===== config.mk =====
export PLATFORM = sky130hd
export DESIGN_NAME = snake_board
export DESIGN_NICKNAME = d
export VERILOG_FILES = /design/src/rtl/snake_board.sv
export SDC_FILE = /design/constraint.sdc
export NUM_CORES = 2
export LEC_CHECK = 0
export CAP_MARGIN = 40
export CORE_MARGIN = 4
export CORE_UTILIZATION = 40
export CTS_BUF_LIST = sky130_fd_sc_hd__clkbuf_8
export DETAILED_ROUTE_END_ITERATION = 8
export HOLD_SLACK_MARGIN = 0.06
export SETUP_SLACK_MARGIN = 0.05
export SYNTH_ARGS = -nofsm -noshare
export SYNTH_HDL_FRONTEND = slang
export SYNTH_SLANG_ARGS = --single-unit

===== constraint.sdc =====
create_clock -name clk -period 5.8 [get_ports clk]
set_input_delay 1.16 -clock clk [delete_from_list [all_inputs] [get_ports clk]]
set_output_delay 1.16 -clock clk [all_outputs]
set_load 0.05 [all_outputs]

===== src/rtl/snake_board.sv =====
// Snake playfield: per-cell age counters, head/direction/length state, apple handshake
// and per-cell red/green pixel map. Advances one game step per tick.
module snake_board #(
  parameter int ROWS      = 8,
  parameter int COLS      = 8,
  parameter int MAX_LEN   = 16,
  parameter int INIT_LEN  = 3,
  parameter int START_ROW = 3,
  parameter int START_COL = 3,
  parameter int WRAP      = 0
) (
  input  logic                         clk,
  input  logic                         reset,
  input  logic                         tick,
  input  logic [1:0]                   dir_in,
  input  logic                         apple_load,
  input  logic [$clog2(ROWS)-1:0]      apple_row,
  input  logic [$clog2(COLS)-1:0]      apple_col,
  output logic                         apple_req,
  output logic [ROWS*COLS-1:0]         red_px,
  output logic [ROWS*COLS-1:0]         green_px,
  output logic [$clog2(ROWS)-1:0]      head_row,
  output logic [$clog2(COLS)-1:0]      head_col,
  output logic [$clog2(MAX_LEN+1)-1:0] length,
  output logic                         ate,
  output logic                         game_over
);

  localparam int RW = $clog2(ROWS);
  localparam int CW = $clog2(COLS);
  localparam int LW = $clog2(MAX_LEN + 1);
  localparam int N  = ROWS * COLS;
  localparam int IW = $clog2(N);

  typedef enum logic [1:0] {
    DIR_RIGHT = 2'b00,
    DIR_DOWN  = 2'b01,
    DIR_LEFT  = 2'b10,
    DIR_UP    = 2'b11
  } dir_t;

  typedef enum logic {
    PLAYING,
    OVER
  } game_t;

  game_t           state, state_next;
  dir_t            dir, dir_eff;
  logic [LW-1:0]   age      [N];
  logic [LW-1:0]   age_next [N];
  logic            apple_valid, apple_valid_next;
  logic [RW-1:0]   apple_r;
  logic [CW-1:0]   apple_c;
  logic [RW-1:0]   tgt_row;
  logic [CW-1:0]   tgt_col;
  logic [IW-1:0]   tgt_idx, ld_idx, head_idx, apple_idx;
  logic [LW-1:0]   tgt_age, length_next;
  logic            off_board, step, crash, eat, grow, move_ok;
  logic            ld_in_range, ld_accept;

  assign step      = tick && (state == PLAYING);
  assign game_over = (state == OVER);
  assign apple_req = !apple_valid;
  assign tgt_idx   = IW'(tgt_row * COLS + tgt_col);
  assign ld_idx    = IW'(apple_row * COLS + apple_col);
  assign head_idx  = IW'(head_row * COLS + head_col);
  assign apple_idx = IW'(apple_r * COLS + apple_c);

  // A reversal request is dropped; otherwise the sampled direction drives this step.
  always_comb begin
    dir_eff   = dir_t'(dir_in);
    if (dir_in == (dir ^ 2'b10)) dir_eff = dir;
    tgt_row   = head_row;
    tgt_col   = head_col;
    off_board = 1'b0;
    case (dir_eff)
      DIR_RIGHT: begin
        if (head_col == CW'(COLS - 1)) begin
          off_board = 1'b1;
          tgt_col   = '0;
        end else begin
          tgt_col = head_col + 1'b1;
        end
      end
      DIR_DOWN: begin
        if (head_row == RW'(ROWS - 1)) begin
          off_board = 1'b1;
          tgt_row   = '0;
        end else begin
          tgt_row = head_row + 1'b1;
        end
      end
      DIR_LEFT: begin
        if (head_col == '0) begin
          off_board = 1'b1;
          tgt_col   = CW'(COLS - 1);
        end else begin
          tgt_col = head_col - 1'b1;
        end
      end
      default: begin
        if (head_row == '0) begin
          off_board = 1'b1;
          tgt_row   = RW'(ROWS - 1);
        end else begin
          tgt_row = head_row - 1'b1;
        end
      end
    endcase
  end

  // Age 1 marks the tail, which vacates during this step, so only ages above 1 collide.
  always_comb begin
    tgt_age = age[tgt_idx];
    crash   = (off_board && (WRAP == 0)) || (tgt_age > LW'(1));
    eat     = apple_valid && (tgt_row == apple_r) && (tgt_col == apple_c);
    grow    = eat && (length != LW'(MAX_LEN));
    move_ok = step && !crash;
  end

  always_comb begin
    length_next = length;
    for (int i = 0; i < N; i++) age_next[i] = age[i];
    if (move_ok) begin
      for (int i = 0; i < N; i++) begin
        if (!grow && (age[i] != '0)) age_next[i] = age[i] - 1'b1;
      end
      age_next[tgt_idx] = grow ? length + 1'b1 : length;
      if (grow) length_next = length + 1'b1;
    end
  end

  // Apple loads are judged against the board as it will look after this cycle's step.
  always_comb begin
    ld_in_range      = (32'(apple_row) < ROWS) && (32'(apple_col) < COLS);
    ld_accept        = apple_load && !apple_valid && ld_in_range && (age_next[ld_idx] == '0);
    apple_valid_next = apple_valid;
    if (move_ok && eat) apple_valid_next = 1'b0;
    else if (ld_accept) apple_valid_next = 1'b1;
  end

  always_ff @(posedge clk) begin
    if (reset) state <= PLAYING;
    else       state <= state_next;
  end

  always_comb begin
    state_next = state;
    case (state)
      PLAYING: if (step && crash) state_next = OVER;
      default: state_next = OVER;
    endcase
  end

  always_ff @(posedge clk) begin
    if (reset) begin
      for (int r = 0; r < ROWS; r++) begin
        for (int c = 0; c < COLS; c++) begin
          age[r*COLS + c] <= (r == START_ROW && c <= START_COL && c > START_COL - INIT_LEN)
                             ? LW'(INIT_LEN - START_COL + c) : '0;
        end
      end
      head_row    <= RW'(START_ROW);
      head_col    <= CW'(START_COL);
      dir         <= DIR_RIGHT;
      length      <= LW'(INIT_LEN);
      apple_valid <= 1'b0;
      apple_r     <= '0;
      apple_c     <= '0;
      ate         <= 1'b0;
    end else begin
      for (int i = 0; i < N; i++) age[i] <= age_next[i];
      if (step) dir <= dir_eff;
      if (move_ok) begin
        head_row <= tgt_row;
        head_col <= tgt_col;
      end
      length      <= length_next;
      apple_valid <= apple_valid_next;
      if (ld_accept) begin
        apple_r <= apple_row;
        apple_c <= apple_col;
      end
      ate <= move_ok && eat;
    end
  end

  always_comb begin
    red_px   = '0;
    green_px = '0;
    for (int i = 0; i < N; i++) begin
      if (age[i] != '0) begin
        green_px[i] = 1'b1;
        red_px[i]   = (IW'(i) != head_idx);
      end else if (apple_valid && (IW'(i) == apple_idx)) begin
        red_px[i] = 1'b1;
      end
    end
  end

endmodule


==> out/results.tsv <==
stage	metric	value	unit
die	start_util	0.405	
worst_setup_path	worstPathRequired	6.39	ns
timing	setup_violations	7	
global_routing	grt_max_degree	163	
route	drt_iter0_markers	6163	
die	io_pins	154	
route	ant_nets	0	
place	hpwl	129	mm
power	p_comb_frac	0.589	
power	p_int	6.84	mW
worst_setup_path	critPathSlowestCell	a2111oi_4	
timing	min_period_over_period	1.04	
min_path	hp-start	game_over	
power	p_switching	5.94	mW
yosys	synth_cells	4049	
worst_setup_path	startpoint_type	input pin	
yosys	async_flop_share	0	
global_routing	grt-ovfl-total	0	
power	peakVddDrop	0.000373	V
route	wl_per_cell	28.7	µm
yosys	ys_warn_count	0	
die	coreArea	67300	µm²
timing	relSlewSlack	0.270	
worst_setup_path	cpPeakStageDelay	0.50	ns
power	clkPwrFrac	0.211	
status	status	complete, but fails checks	
timing	fmax	0.166	GHz
power	power_density	326	nW/µm²
clock_tree	cts_htree_levels	3	
worst_setup_path	r2r_cells	27	
clock_tree	clock_sinks	342	
timing	worst_slack	-0.208	ns
place	dpl-instance-area	36000	µm²
timing	clock_skew	0.0414	ns
die	die_y	269	µm
timing	period_minus_slack	6.01	ns
worst_setup_path	crit_path_end_kind	flip-flop	
route	vias	38287	
route	viasPerCell	6.50	
min_path	min_to	game_over	
worst_setup_path	critPathMostFrequentCell	buf_6	
place	io_buffer_count	153	
global_routing	antenna_found_initial	18	
worst_setup_path	ff2ff_setup_slack	-0.16	ns
worst_setup_path	crit_arrival	6.60	ns
clock_tree	clk_pin_slew	0.06	ns
die	num_rows	95	
clock_tree	clk_path_buf_depth	3	
yosys	synth_mux_area_frac	0.0186	
yosys	ys_types	101	
power	p_leak	15.6	nW
clock_tree	clock_latency	0.70	ns
worst_setup_path	crit_type	in2reg	
worst_setup_path	r2r_start	head_col[1]	
finish	final_cell_area	39200	µm²
power	switching_share	0.465	
clock_tree	cts_hold_buffers	0	
yosys	synth_nets	4137	
yosys	netlist.area_leader.share	0.252	
worst_setup_path	crit_path_max_fanout	6	
timing	fin_hold_ws	0.504	ns
finish	layout-drive-gt1-share	0.254	
timing	rsz0062_at_grt	yes	
global_routing	grt_pass1_vias	33596	
clock_tree	cts_made_buffers	72	
yosys	synthFlopType	dfxtp_1	
run	cap_violations	0	
yosys	yosysMostFrequentCell	nor2_1	
place	globalplace.congestion	1.11	
yosys	synth_top_family_by_area	compound AO/OA/AOI/OAI gates	
timing	tightest_slew	1.09	ns
global_routing	grt_pass1_wl	235	mm
route	first_pass_iters	9	
finish	syn_to_final_growth	44.0	%
power	p_total	12.8	mW
route	drc	0	
yosys	yosys-top-cells-area	dfxtp_1, nor2_1, a21oi_1	
clock_tree	cts_tree	done	
yosys	yosysTopAreaCell	dfxtp_1	
die	die_w	269	µm
timing	hold_viol_final	0	
yosys	synth_top_cells_by_count	nor2_1, nand2_1, a21oi_1	
clock_tree	root_buffer	clkbuf_8	
min_path	hold_depth	2	
min_path	hold_class	reg2reg	
finish	nets	5048	
timing	fin_setup_tns	-1.21	ns
power	pwr-share-seq	0.200	
yosys	synth_simple_gate_area_frac	0.285	
yosys	ys_seq_elements	342	
yosys	synthXorXnorAreaFrac	0.00354	
die	dieArea	72300	µm²
worst_setup_path	r2r-end	apple_valid	
global_routing	grtUsageTotal	0.443	
route	wl	169	mm
yosys	ys_seq_area_frac	0.252	
yosys	avgSynthCellArea	6.72	µm²
yosys	synthesis.area	27200	µm²
timing	drv_slew	0	
yosys	synth_edf_count	0	
status	violations	setup timing	
yosys	synth_compound_area_frac	0.334	
yosys	synth_adder_area_share	0.0349	
==> cells in the final DEF (no fill, tap or decap), types with 24 or more instances in the layout <==
cell type and n:
nand3_1 93, a211oi_1 58, nor4_1 29, a31oi_1 78, o22ai_1 197, buf_4 882, clkdlybuf4s50_1 150, and3_1 28
o21ai_0 230, ha_1 72, inv_1 190, a21oi_1 357, a22oi_1 122, dfxtp_1 339, nand2_1 370, buf_6 28
nand4_1 36, nand2b_1 62, o21ai_1 38, mux2i_1 25, nor2_1 698, a22o_1 24, or3_1 43, nor2b_1 64
buf_12 51, clkbuf_8 90, nor3_1 121, a32oi_1 39
==> flip-flops by register name, indices dropped and copies added (netlist names) <==
name         cells
age            320
length           5
apple_c          3
apple_r          3
head_col         3
head_row         3
dir              2
apple_valid      1
ate              1
game_over        1
==> how the worst max path moves through the flow <==
stage / from / end
finish: dir_in[0] / apple_valid
global route: dir_in[1] / apple_valid
CTS: dir_in[1] / apple_valid
detailed placement: dir_in[1] / apple_valid
global placement: dir_in[1] / apple_valid
floorplan: head_col[0] / apple_valid
==> metrics by stage <==
step                      setup WS, ns  std cells  utilization
final                           -0.208       5889        0.582
after global placement           -1.42       5677        0.533
after global routing            -0.149       5884        0.582
after floorplan                  0.191       4049            -
after detailed placement         -1.46       5689        0.535
after CTS                       -0.111       5842        0.568
==> worst max-delay path, delay by kind of cell <==
family | cells | cell delay, ns
buf+inv | 8 | 1.32
compound gates | 9 | 2.37
xor+xnor | 1 | 0.15
simple gates | 7 | 1.34
mux | 1 | 0.20
==> logic make-up after synthesis <==
group / Yosys count
buf+inv: 469
flops: 342
mux: 45
fa+ha+maj: 76
xor+xnor: 8
compound gates: 1424
simple gates: 1685
==> power groups by stage <==
stage                     sequential (mW)  combinational [mW]  clock (mW)
after global placement               2.59                6.42           0
final                                2.56                7.52        2.70
after detailed placement             2.59                6.41           0
after CTS                            2.54                6.86        2.70
after floorplan                      2.60                3.06           0
after global routing                 2.56                7.66        2.80
==> layout make-up <==
class / count / area [µm²]
tap: 873 / 1090
sequential: 342 / 6850
multi-input combinational: 3238 / 19300
clock buffer: 90 / 1240
inverter: 173 / 653
fill: 6412 / 28100
antenna: 7 / 17.5
clock inverter: 33 / 173
timing repair buffer: 1133 / 9880
==> layer usage <==
layer | track usage | share of wire | up-vias
met5 | 0 | 0.00056 | -
met4 | 0.269 | 0.079 | 14
met3 | 0.142 | 0.15 | 743
met2 | 0.622 | 0.39 | 2918
met1 | 0.591 | 0.38 | 17885
li1 | - | - | 16727
==> repair_timing <==
action / in CTS / in global routing
gates resized for setup: 84 / 179
gates cloned: 6 / 4
buffers inserted: 25 / 40
setup endpoints to repair: 7 / 7
pin swaps: 25 / 63
Power figures use the tool's default switching activity.
